$ cat src/rtl/wb_rr_arbiter.sv
// Round-robin Wishbone arbiter: NUM_M masters share one slave port,
// one transfer per grant, with an ack timeout that forces completion.
module wb_rr_arbiter #(
  parameter int                NUM_M        = 2,
  parameter int                ADDR_W       = 16,
  parameter int                DATA_W       = 32,
  parameter int                STRB_W       = DATA_W/8,
  parameter int                TIMEOUT      = 255,
  parameter logic [DATA_W-1:0] TIMEOUT_DATA = 32'hDEADBEEF
) (
  input  logic                clk,
  input  logic                reset,
  input  logic [NUM_M*ADDR_W-1:0] m_adr,
  input  logic [NUM_M*DATA_W-1:0] m_dat_w,
  input  logic [NUM_M*STRB_W-1:0] m_sel,
  input  logic [NUM_M-1:0]    m_we,
  input  logic [NUM_M-1:0]    m_stb,
  input  logic [NUM_M-1:0]    m_cyc,
  output logic [DATA_W-1:0]   m_dat_r,
  output logic [NUM_M-1:0]    m_ack,
  output logic [ADDR_W-1:0]   s_adr,
  output logic [DATA_W-1:0]   s_dat_w,
  output logic [STRB_W-1:0]   s_sel,
  output logic                s_we,
  output logic                s_stb,
  output logic                s_cyc,
  input  logic [DATA_W-1:0]   s_dat_r,
  input  logic                s_ack,
  output logic [NUM_M-1:0]    grant,
  output logic                timeout_o
);

  if (NUM_M < 2) begin : g_bad_num_m
    $error("wb_rr_arbiter: NUM_M must be >= 2");
  end

  localparam int LW = (NUM_M > 1) ? $clog2(NUM_M) : 1;
  localparam int CW = (TIMEOUT > 1) ? $clog2(TIMEOUT) : 1;
  localparam logic [CW-1:0] TMO_LAST =
    CW'((TIMEOUT > 0) ? TIMEOUT - 1 : 0);

  typedef enum logic [1:0] {
    S_IDLE = 2'd0,
    S_BUSY = 2'd1,
    S_TMO  = 2'd2
  } state_t;

  state_t           state_q, state_d;
  logic [NUM_M-1:0] grant_q, grant_d;
  logic [LW-1:0]    last_q, last_d;
  logic [CW-1:0]    cnt_q, cnt_d;

  logic [NUM_M-1:0] req;
  logic [LW-1:0]    win;
  logic             found;

  assign req   = m_cyc & m_stb;
  assign grant = grant_q;

  // Masters above the last winner first, then wrap to the low ones.
  always_comb begin
    win   = '0;
    found = 1'b0;
    for (int i = 0; i < NUM_M; i++) begin
      if (!found && req[i] && (LW'(i) > last_q)) begin
        found = 1'b1;
        win   = LW'(i);
      end
    end
    for (int i = 0; i < NUM_M; i++) begin
      if (!found && req[i] && (LW'(i) <= last_q)) begin
        found = 1'b1;
        win   = LW'(i);
      end
    end
  end

  always_ff @(posedge clk or negedge reset) begin
    if (!reset) begin
      state_q <= S_IDLE;
      grant_q <= '0;
      last_q  <= LW'(NUM_M - 1);
      cnt_q   <= '0;
    end else begin
      state_q <= state_d;
      grant_q <= grant_d;
      last_q  <= last_d;
      cnt_q   <= cnt_d;
    end
  end

  always_comb begin
    state_d = state_q;
    grant_d = grant_q;
    last_d  = last_q;
    cnt_d   = cnt_q;
    unique case (state_q)
      S_IDLE: begin
        if (found) begin
          state_d = S_BUSY;
          grant_d = NUM_M'(1) << win;
          last_d  = win;
          cnt_d   = '0;
        end
      end
      S_BUSY: begin
        if (s_ack || !m_cyc[last_q]) begin
          state_d = S_IDLE;
          grant_d = '0;
          cnt_d   = '0;
        end else if ((TIMEOUT != 0) && (cnt_q == TMO_LAST)) begin
          state_d = S_TMO;
        end else if (cnt_q != '1) begin
          cnt_d = cnt_q + 1'b1;
        end
      end
      S_TMO: begin
        state_d = S_IDLE;
        grant_d = '0;
        cnt_d   = '0;
      end
      default: begin
        state_d = S_IDLE;
        grant_d = '0;
        cnt_d   = '0;
      end
    endcase
  end

  always_comb begin
    s_adr     = '0;
    s_dat_w   = '0;
    s_sel     = '0;
    s_we      = 1'b0;
    s_stb     = 1'b0;
    s_cyc     = 1'b0;
    m_ack     = '0;
    m_dat_r   = '0;
    timeout_o = 1'b0;
    unique case (state_q)
      S_BUSY: begin
        s_adr   = m_adr[last_q*ADDR_W +: ADDR_W];
        s_dat_w = m_dat_w[last_q*DATA_W +: DATA_W];
        s_sel   = m_sel[last_q*STRB_W +: STRB_W];
        s_we    = m_we[last_q];
        s_stb   = m_stb[last_q];
        s_cyc   = m_cyc[last_q];
        m_ack[last_q] = s_ack;
        m_dat_r = s_dat_r;
      end
      S_TMO: begin
        m_ack[last_q] = 1'b1;
        m_dat_r   = TIMEOUT_DATA;
        timeout_o = 1'b1;
      end
      default: begin
      end
    endcase
  end

endmodule

$ cat config.mk
export PLATFORM = sky130hd
export DESIGN_NAME = wb_rr_arbiter
export DESIGN_NICKNAME = d
export VERILOG_FILES = /design/src/rtl/wb_rr_arbiter.sv
export SDC_FILE = /design/constraint.sdc
export NUM_CORES = 1
export LEC_CHECK = 0
export BUFFER_PORTS_ARGS = -buffer_cell sky130_fd_sc_hd__buf_4
export CAP_MARGIN = 25
export CORE_AREA = 2 2 91 93
export DETAILED_ROUTE_END_ITERATION = 8
export DIE_AREA = 0 0 93 95
export PLACE_DENSITY = 0.73
export SLEW_MARGIN = 15
export SYNTH_ARGS = -nofsm -noshare
export SYNTH_HDL_FRONTEND = slang
export SYNTH_SLANG_ARGS = --single-unit
$ cat constraint.sdc
create_clock -name clk -period 2.3 [get_ports clk]
set_input_delay 0.115 -clock clk [delete_from_list [all_inputs] [get_ports clk]]
set_output_delay 0.115 -clock clk [all_outputs]
set_load 0.02 [all_outputs]
==> results.sh, run 1 <==
export IMPL_worst_setup_hold_path_clk_slew_ps=60
export IMPL_synth_xor_area_share_pct=0
export IMPL_globalRouteMet2Util_pct=29.7
export IMPL_postSynthNetCount=428
export IMPL_dr_first_iter_drc_count=127
export IMPL_syn_avg_cell_area_sq_um=7.58
export IMPL_critPathCaptureType="register"
export IMPL_cts_buffers=3
export IMPL_rsz0062_at_grt="false"
export IMPL_viasPerCell=4.73
export IMPL_io_pins=237
export IMPL_grt_remaining_overflow=0
export IMPL_slew_viol_final=0
export IMPL_grt_pass1_wl_mm=12.6
export IMPL_number_of_design_rule_violations_left_after_detail_routing=0
export IMPL_gp_congestion=0.792
export IMPL_cts_buffer_depth=2
export IMPL_total_wirelength_of_the_detailed_routed_design_mm=8.78
export IMPL_yosysSeqAreaShare_pct=15.5
export IMPL_die_area_sq_um=8840
export IMPL_placement_setup_worst_slack_ps=334
export IMPL_insertedDiodeCount=0
export IMPL_total_of_flip_flops_plus_latches_after_synthesis=13
export IMPL_routed_wire_per_std_cell_um=14.5
export IMPL_initial_core_util_pct=26.6
export IMPL_worst_setup_path_start_kind="register"
export IMPL_cts_num_sinks=13
export IMPL_worst_margin_slew_ps=418
export IMPL_critical_path_peak_fanout=7
export IMPL_finalNetCount=651
export IMPL_placeableCoreArea_sq_um=7930
export IMPL_final_min_clock_period_ps=1970
export IMPL_setup_total_negative_slack_ps=0
export IMPL_globalRoute_busiestLayer="met2"
export IMPL_pwr_share_clk_pct=5.1
export IMPL_syn_inst=278
export IMPL_initial_antenna_violation_count=0
export IMPL_crit_arrival_ps=2130
export IMPL_clkLatencyLatePin_ps=240
export IMPL_muxShareOfSynthArea_pct=27.1
export IMPL_area_growth_synth_to_final_pct=91.9
export IMPL_pwr_density_cell_nw_per_um2=997
export IMPL_layout_common_cells="buf_4, nor2b_1, mux2i_1, a21oi_1, dfrtp_1"
export IMPL_detailedPlacementHpwl_mm=7.06
export IMPL_clockRootBuffer="clkbuf_8"
export IMPL_reg2reg_to="cnt_q[4]"
export IMPL_worst_hold_path_type="input port to register"
export IMPL_htreeDepth=1
export IMPL_register_to_register_path_setup_slack_ps=330
export IMPL_syn_cell_area_sq_um=2110
export IMPL_grt_total_usage_pct=17.3
export IMPL_vias=2859
export IMPL_timing_worst_setup_path_type="register to register"
export IMPL_reg2reg_from="last_q"
export IMPL_intPower_mw=2.03
export IMPL_cp_data_required_time_ps=2460
export IMPL_row_count=33
export IMPL_place_detailed_instances=600
export IMPL_finalHoldViolCount=0
export IMPL_timing_critical_path_from="last_q"
export IMPL_chipHeight_um=95
export IMPL_final_worst_path_period_share_pct=85.8
export IMPL_portBuffers=236
export IMPL_met1_demand_to_capacity_share_in_global_routing_pct=22.2
export IMPL_grt_pass1_vias=2613
export IMPL_outcome="finished clean"
export IMPL_layout_drive_gt1_share_pct=50.0
export IMPL_worst_slack_setup_final_ps=326
export IMPL_synth_simple_gate_area_share_pct=34.9
export IMPL_fin_worst_hold_slack_ps=156
export IMPL_critPathCapture="cnt_q[4]"
export IMPL_synthDominantAreaCellType="mux2i_1"
export IMPL_share_of_total_power_consumed_by_net_switching_pct=49.6
export IMPL_power_total_mw=4.03
export IMPL_number_of_distinct_library_cells_after_synthesis=30
export IMPL_synth_compound_gate_area_share_pct=13.8
export IMPL_sequential_power_share_pct=7.8
export IMPL_synth_adder_area_share_pct=2.97
export IMPL_synth_top_family_by_area="simple AND/OR/NAND/NOR gates"
export IMPL_buffer_count_from_post_cts_setup_fixing=0
export IMPL_slew_headroom_pct=72.2
export IMPL_yosys_area_top_type_share_pct=26.6
export IMPL_post_drt_antenna_nets=0
export IMPL_synth_warnings=0
export IMPL_setup_viol=0
export IMPL_max_freq_ghz=0.507
export IMPL_layout_commonest_cell="buf_4"
export IMPL_synth_top_cells_by_area="mux2i_1, nor2b_1, dfrtp_1"
export IMPL_grtUsageMet3_pct=4.63
export IMPL_cts_tree="done"
export IMPL_power_combinational_fraction_pct=87.1
export IMPL_die_w_um=93
export IMPL_timing_reg2reg_worst_path_depth=4
export IMPL_static_leakage_power_nw=2.05
export IMPL_worst_clock_skew_ps=0.548
export IMPL_detail_route_first_pass_iterations=4
export IMPL_fin_cells=605
export IMPL_p_switching_mw=2.00
export IMPL_cap_viol_max_count=0
export IMPL_largest_net_degree_at_the_start_of_global_routing=90
export IMPL_vdd_ir_drop_worst_v=0.000628
-- through the flow --
stage | utilization, % | instance area, sq um
6_report | 51.0 | 4040
5_1_grt | 51.0 | 4040
4_1_cts | 51.0 | 4040
3_5_place_dp | 50.3 | 3990
3_3_place_gp | 50.3 | 3990
2_1_floorplan | - | 2110
-- power groups by stage --
stage / Sequential, mW / Combinational [mW] / Clock [mW]
after floorplan: 0.314 / 2.16 / 0
after global placement: 0.317 / 3.49 / 0
after detailed placement: 0.319 / 3.54 / 0
after CTS: 0.314 / 3.55 / 0.210
after global routing: 0.321 / 3.75 / 0.226
final: 0.314 / 3.51 / 0.205
-- timing repair --
| item | 4_1_cts | 5_1_grt |
|---|---|---|
| hold endpoints to repair | 13 | 0 |
| hold buffers | 1 | 0 |
| gates resized for setup | 0 | 0 |
-- critical path, cell delays in order (launching register included) --
cell,delay (ps)
dfstp_4,630
mux2i_1,130
or3b_4,440
or4_1,520
o211ai_1,170
-- synthesized netlist by cell type --
master	n
a21boi_0	2
a21oi_1	33
a31o_2	1
a31oi_1	1
and2_1	11
and3_1	2
and3b_1	1
and4b_1	1
buf_4	1
clkbuf_1	24
dfrtp_1	12
dfstp_2	1
ha_1	5
inv_1	6
mux2_2	1
mux2i_1	56
nand2_1	10
nand3_1	5
nand4_1	2
nor2_1	3
nor2b_1	79
nor3b_1	2
o2111ai_1	1
o211ai_1	6
o21ai_0	4
o22ai_1	2
o32ai_1	1
or3_1	1
or3b_4	1
or4_1	3
-- cell type report --
| class | instances | area [sq um] |
|---|---|---|
| well taps | 105 | 131 |
| inverters | 6 | 22.5 |
| repair buffers | 243 | 1850 |
| fillers | 786 | 3880 |
| multi-input cells | 234 | 1660 |
| clock buffers | 4 | 45.0 |
| flip-flops and latches | 13 | 330 |
-- state kept, by name (all words and copies together), names as in the netlist --
name,count
cnt_q,8
state_q,2
grant,2
last_q,1
-- per-layer routing --
layer | part of all wire, % | vias up | wire length, um
met5 | 0 | - | 0
met4 | 1.2 | 0 | 102
met3 | 11 | 10 | 926
met2 | 49 | 172 | 4280
met1 | 40 | 1275 | 3470
li1 | - | 1402 | -
-- worst min-delay path by stage --
| stage | start | end | slack (ps) | depth (start not counted) |
|---|---|---|---|---|
| 2_1_floorplan | reset | cnt_q[0] | -180 | 0 |
| 3_3_place_gp | reset | state_q[0] | -30 | 1 |
| 3_5_place_dp | reset | grant[0] | -30 | 1 |
| 4_1_cts | m_cyc[1] | last_q | 150 | 3 |
| 5_1_grt | m_cyc[1] | last_q | 150 | 3 |
| 6_report | m_cyc[1] | last_q | 160 | 3 |
-- cells by family after synthesis --
| family | Yosys count |
|---|---|
| flip-flops | 13 |
| adder cells (fa/ha/maj) | 5 |
| AND/OR/NAND/NOR | 121 |
| buffers and inverters | 31 |
| AO/OA/AOI/OAI | 51 |
| multiplexers | 57 |
Power figures use the tool's default switching activity.
==> run 2: changes to the inputs <==
--- a/config.mk
+++ b/config.mk
@@ -8,6 +8,7 @@
 export BUFFER_PORTS_ARGS = -buffer_cell sky130_fd_sc_hd__buf_4
 export CAP_MARGIN = 25
 export CORE_AREA = 2 2 91 93
+export CTS_BUF_LIST = sky130_fd_sc_hd__clkbuf_8
 export DETAILED_ROUTE_END_ITERATION = 8
 export DIE_AREA = 0 0 93 95
 export PLACE_DENSITY = 0.73
==> run 2 against run 1 <==
Clock power fell by 2%. Power fell by 0.11%. Clock skew hardly changed. Global-route usage did not move. Non-clock buffer count is the same. Flip-flop and latch count did not move. Critical path type unchanged. Largest power group unchanged.
==> results.sh, run 2 (same netlist as run 1, synthesis figures left out) <==
export IMPL_whs_path_depth=3
export IMPL_timing_reg2reg_worst_path_depth=4
export IMPL_critPathCaptureType="register"
export IMPL_chipHeight_um=95
export IMPL_setup_viol=0
export IMPL_worst_margin_slew_ps=418
export IMPL_detailedPlacementHpwl_mm=7.06
export IMPL_htreeDepth=1
export IMPL_portBuffers=236
export IMPL_cts_repair_resized=0
export IMPL_gp_congestion=0.792
export IMPL_worst_setup_hold_path_clk_slew_ps=60
export IMPL_min_delay_worst_endpoint="last_q"
export IMPL_pwr_density_cell_nw_per_um2=996
export IMPL_cp_data_required_time_ps=2460
export IMPL_static_leakage_power_nw=2.05
export IMPL_grt_total_usage_pct=17.3
export IMPL_timing_worst_setup_path_type="register to register"
export IMPL_register_to_register_path_setup_slack_ps=330
export IMPL_grt_remaining_overflow=0
export IMPL_post_route_utilization_pct=51.0
export IMPL_largest_register_ff_count=8
export IMPL_vias=2859
export IMPL_initial_antenna_violation_count=0
export IMPL_setup_total_negative_slack_ps=0
export IMPL_die_w_um=93
export IMPL_cts_buffer_depth=2
export IMPL_vdd_ir_drop_worst_v=0.000616
export IMPL_fin_cells=605
export IMPL_critical_path_cell_chain="mux2i_1 -> or3b_4 -> or4_1 -> o211ai_1"
export IMPL_clockRootBuffer="clkbuf_8"
export IMPL_cts_num_sinks=13
export IMPL_row_count=33
export IMPL_post_drt_antenna_nets=0
export IMPL_clkLatencyLatePin_ps=240
export IMPL_max_freq_ghz=0.507
export IMPL_worst_path_largest_cell_delay_ps=630
export IMPL_largest_net_degree_at_the_start_of_global_routing=90
export IMPL_hp_start="m_cyc[1]"
export IMPL_timing_critical_path_from="last_q"
export IMPL_initial_core_util_pct=26.6
export IMPL_cts_buffers=3
export IMPL_detail_route_first_pass_iterations=4
export IMPL_layout_common_cells="buf_4, nor2b_1, mux2i_1, a21oi_1, dfrtp_1"
export IMPL_placeableCoreArea_sq_um=7930
export IMPL_outcome="finished clean"
export IMPL_cts_hold_fix_buffers=1
export IMPL_largest_register="cnt_q"
export IMPL_cts_tree="done"
export IMPL_cap_viol_max_count=0
export IMPL_dr_first_iter_drc_count=127
export IMPL_layout_drive_gt1_share_pct=50.0
export IMPL_finalNetCount=651
export IMPL_final_worst_path_period_share_pct=85.8
export IMPL_critical_path_slowest_cell="dfstp_4"
export IMPL_grt_pass1_wl_mm=12.6
export IMPL_slew_headroom_pct=72.2
export IMPL_final_min_clock_period_ps=1970
export IMPL_place_detailed_instances=600
export IMPL_worst_clock_skew_ps=0.739
export IMPL_grt_pass1_vias=2613
export IMPL_number_of_design_rule_violations_left_after_detail_routing=0
export IMPL_worst_hold_path_type="input port to register"
export IMPL_buffer_count_from_post_cts_setup_fixing=0
export IMPL_slew_viol_final=0
export IMPL_routed_wire_per_std_cell_um=14.5
export IMPL_worst_setup_path_start_kind="register"
export IMPL_viasPerCell=4.73
export IMPL_die_area_sq_um=8840
export IMPL_critical_path_peak_fanout=7
export IMPL_area_growth_synth_to_final_pct=91.9
export IMPL_reg2reg_to="cnt_q[4]"
export IMPL_finalHoldViolCount=0
export IMPL_total_wirelength_of_the_detailed_routed_design_mm=8.78
export IMPL_reg2reg_from="last_q"
export IMPL_insertedDiodeCount=0
export IMPL_rsz0062_at_grt="false"
export IMPL_layout_commonest_cell="buf_4"
export IMPL_crit_arrival_ps=2130
export IMPL_io_pins=237
-- run 2: cell count changes in the layout (fill, tap and decap cells not counted) --
| cell | change |
|---|---|
| clkbuf_1 | -1 |
| inv_1 | +1 |
-- run 2: layer usage --
| layer | GRT usage (%) | vias up | part of all wire, % |
|---|---|---|---|
| li1 | - | 1402 | - |
| met1 | 22.2 | 1275 | 40 |
| met2 | 29.7 | 172 | 49 |
| met3 | 4.63 | 10 | 11 |
| met4 | 2.82 | 0 | 1.2 |
| met5 | 0 | - | 0 |
-- run 2: cell type report --
class | count | area, sq um
Fill cell | 786 | 3880
Timing Repair Buffer | 243 | 1850
Multi-Input combinational cell | 234 | 1660
Sequential cell | 13 | 330
Tap cell | 105 | 131
Clock buffer | 3 | 41.3
Inverter | 6 | 22.5
Clock inverter | 1 | 3.75
-- run 2: worst max-delay path by stage --
stage	end	slack (ps)
global route	cnt_q[1]	210
global placement	cnt_q[3]	390
finish	cnt_q[4]	330
detailed placement	cnt_q[4]	330
CTS	cnt_q[4]	320
floorplan	cnt_q[3]	350
-- run 2: critical path, delay by kind of cell (launching register included) --
kind / cells / cell delay (ps)
mux: 1 / 130
flops: 1 / 630
simple gates: 2 / 960
compound gates: 1 / 170
-- run 2: stage by stage --
stage / power (mW) / hold slack (ps) / instance area, sq um / setup WS (ps)
4_1_cts: 4.07 / 150 / 4040 / 323
3_3_place_gp: 3.81 / -32.4 / 3990 / 390
5_1_grt: 4.29 / 155 / 4040 / 213
6_report: 4.03 / 155 / 4040 / 326
3_5_place_dp: 3.85 / -29.0 / 3990 / 334
2_1_floorplan: 2.47 / -181 / 2110 / 354
-- run 2: where the power goes --
group / internal [mW] / switching (mW) / total, mW
Combinational: 1.63 / 1.88 / 3.51
Sequential: 0.279 / 0.0350 / 0.314
Clock: 0.118 / 0.0829 / 0.201
Total: 2.03 / 2.00 / 4.03
==> run 3: changes to the inputs <==
--- a/config.mk
+++ b/config.mk
@@ -11,7 +11,7 @@
 export CTS_BUF_LIST = sky130_fd_sc_hd__clkbuf_8
 export DETAILED_ROUTE_END_ITERATION = 8
 export DIE_AREA = 0 0 93 95
-export PLACE_DENSITY = 0.73
+export PLACE_DENSITY = 0.66
 export SLEW_MARGIN = 15
 export SYNTH_ARGS = -nofsm -noshare
 export SYNTH_HDL_FRONTEND = slang
==> run 3 against run 2 <==
Register-to-register slack lost 40 ps. Power grew 2.5%. Combinational power grew 2%. Routed wire length grew 11%. Clock-buffer cell count is the same. Via count shrank 2.0%.
==> results.sh, run 3 (same netlist as run 1, synthesis figures left out) <==
export IMPL_whs_path_depth=3
export IMPL_timing_critical_path_from="state_q[1]"
export IMPL_layout_drive_gt1_share_pct=50.2
export IMPL_cts_buffers=3
export IMPL_crit_arrival_ps=1970
export IMPL_die_w_um=93
export IMPL_slew_headroom_pct=57.1
export IMPL_timing_worst_setup_path_type="register to primary output"
export IMPL_detail_route_first_pass_iterations=4
export IMPL_max_freq_ghz=0.479
export IMPL_cts_num_sinks=13
export IMPL_routed_wire_per_std_cell_um=16.1
export IMPL_min_delay_worst_endpoint="last_q"
export IMPL_power_total_mw=4.13
export IMPL_portBuffers=236
export IMPL_worst_setup_hold_path_clk_slew_ps=60
export IMPL_largest_net_degree_at_the_start_of_global_routing=61
export IMPL_vdd_ir_drop_worst_v=0.000494
export IMPL_worst_setup_path_start_kind="register"
export IMPL_timing_reg2reg_worst_path_depth=5
export IMPL_reg2reg_to="cnt_q[5]"
export IMPL_worst_hold_path_type="input port to register"
export IMPL_number_of_design_rule_violations_left_after_detail_routing=0
export IMPL_initial_core_util_pct=26.6
export IMPL_layout_common_cells="buf_4, nor2b_1, mux2i_1, a21oi_1, dfrtp_1"
export IMPL_initial_antenna_violation_count=0
export IMPL_vias=2803
export IMPL_rsz0062_at_grt="false"
export IMPL_critPathCaptureType="primary output"
export IMPL_reg2reg_from="state_q[1]"
export IMPL_total_wirelength_of_the_detailed_routed_design_mm=9.76
export IMPL_worst_slack_setup_final_ps=212
export IMPL_fill_cells=775
export IMPL_multi_input_area_sq_um=1660
export IMPL_clkLatencyLatePin_ps=250
export IMPL_post_drt_antenna_nets=0
export IMPL_gp_congestion=0.827
export IMPL_grt_total_usage_pct=19.6
export IMPL_dr_first_iter_drc_count=55
export IMPL_worst_clock_skew_ps=2.91
export IMPL_ff_latch_area_sq_um=330
export IMPL_row_count=33
export IMPL_setup_viol=0
export IMPL_sequential_power_share_pct=7.7
export IMPL_chipHeight_um=95
export IMPL_grt_pass1_vias=2598
export IMPL_largest_register="cnt_q"
export IMPL_pwr_density_cell_nw_per_um2=1020
export IMPL_htreeDepth=1
export IMPL_layout_commonest_cell="buf_4"
export IMPL_post_route_cell_area_sq_um=4040
export IMPL_cap_viol_max_count=0
export IMPL_intPower_mw=2.04
export IMPL_cp_data_required_time_ps=2180
export IMPL_finalNetCount=651
export IMPL_power_combinational_fraction_pct=87.1
export IMPL_hp_start="m_cyc[1]"
export IMPL_critical_path_peak_fanout=25
export IMPL_register_to_register_path_setup_slack_ps=290
export IMPL_final_worst_path_period_share_pct=90.8
export IMPL_final_min_clock_period_ps=2090
export IMPL_static_leakage_power_nw=2.05
export IMPL_dpl_instance_area_sq_um=3980
export IMPL_outcome="finished clean"
export IMPL_viasPerCell=4.63
export IMPL_pwr_share_clk_pct=5.2
export IMPL_grt_pass1_wl_mm=13.6
export IMPL_p_switching_mw=2.09
export IMPL_cts_buffer_depth=2
export IMPL_placeableCoreArea_sq_um=7930
export IMPL_area_growth_synth_to_final_pct=91.7
export IMPL_io_pins=237
export IMPL_cts_tree="done"
export IMPL_die_area_sq_um=8840
export IMPL_grt_remaining_overflow=0
export IMPL_finalHoldViolCount=0
export IMPL_worst_margin_slew_ps=644
export IMPL_setup_total_negative_slack_ps=0
export IMPL_placement_setup_worst_slack_ps=285
export IMPL_insertedDiodeCount=0
export IMPL_slew_viol_final=0
export IMPL_detailedPlacementHpwl_mm=7.84
export IMPL_largest_register_ff_count=8
export IMPL_clockRootBuffer="clkbuf_8"
export IMPL_share_of_total_power_consumed_by_net_switching_pct=50.6
[run 3: worst max path at each step]
| stage | endpoint | slack, ps | cells past startpoint |
|---|---|---|---|
| 5_1_grt | m_dat_r[0] | 50 | 7 |
| 3_3_place_gp | cnt_q[3] | 340 | 5 |
| 4_1_cts | m_dat_r[2] | 130 | 7 |
| 2_1_floorplan | cnt_q[3] | 350 | 6 |
| 6_report | m_dat_r[19] | 210 | 7 |
| 3_5_place_dp | cnt_q[5] | 280 | 5 |
[run 3: metrics by stage]
| stage | util [%] | hold slack, ps | std cells |
|---|---|---|---|
| floorplan | - | -181 | 278 |
| global placement | 50.2 | -31.0 | 600 |
| detailed placement | 50.2 | -29.8 | 600 |
| CTS | 50.9 | 150 | 605 |
| global route | 51.0 | 175 | 605 |
| finish | 51.0 | 156 | 605 |
[run 3: layer usage]
| layer | up-vias | global-route usage, % | wire (um) |
|---|---|---|---|
| met4 | 0 | 3.68 | 72 |
| li1 | 1404 | - | - |
| met1 | 1240 | 25.5 | 4030 |
| met3 | 6 | 6.46 | 1080 |
| met5 | - | 0 | 0 |
| met2 | 153 | 32.0 | 4580 |
[run 3: worst max-delay path: stages, from the launching register on]
cell and delay [ps]:
dfrtp_1 380, inv_1 90, ha_2 320, buf_6 230, buf_4 270, a21oi_1 100
nor2b_1 160, buf_4 160
[run 3: power groups by stage]
stage	registers (mW)	clock network, mW	logic [mW]
CTS	0.320	0.219	3.60
global route	0.323	0.228	3.83
finish	0.318	0.215	3.59
detailed placement	0.324	0	3.59
global placement	0.322	0	3.56
floorplan	0.314	0	2.16
[run 3: final cells by class]
| class | count | area share, % |
|---|---|---|
| clock inverter | 1 | 0.124 |
| clock buffer | 3 | 1.02 |
| timing repair buffer | 243 | 45.7 |
| inverter | 6 | 0.557 |
| sequential | 13 | 8.18 |
| tap | 105 | 3.25 |
| multi-input combinational | 234 | 41.2 |
[run 3: what timing repair did]
item | CTS | global route
buffers inserted | 0 | 0
gates resized for setup | 0 | 2
hold buffers | 1 | 0
setup endpoints to repair | 0 | 6
endpoints found under the hold margin | 13 | 0
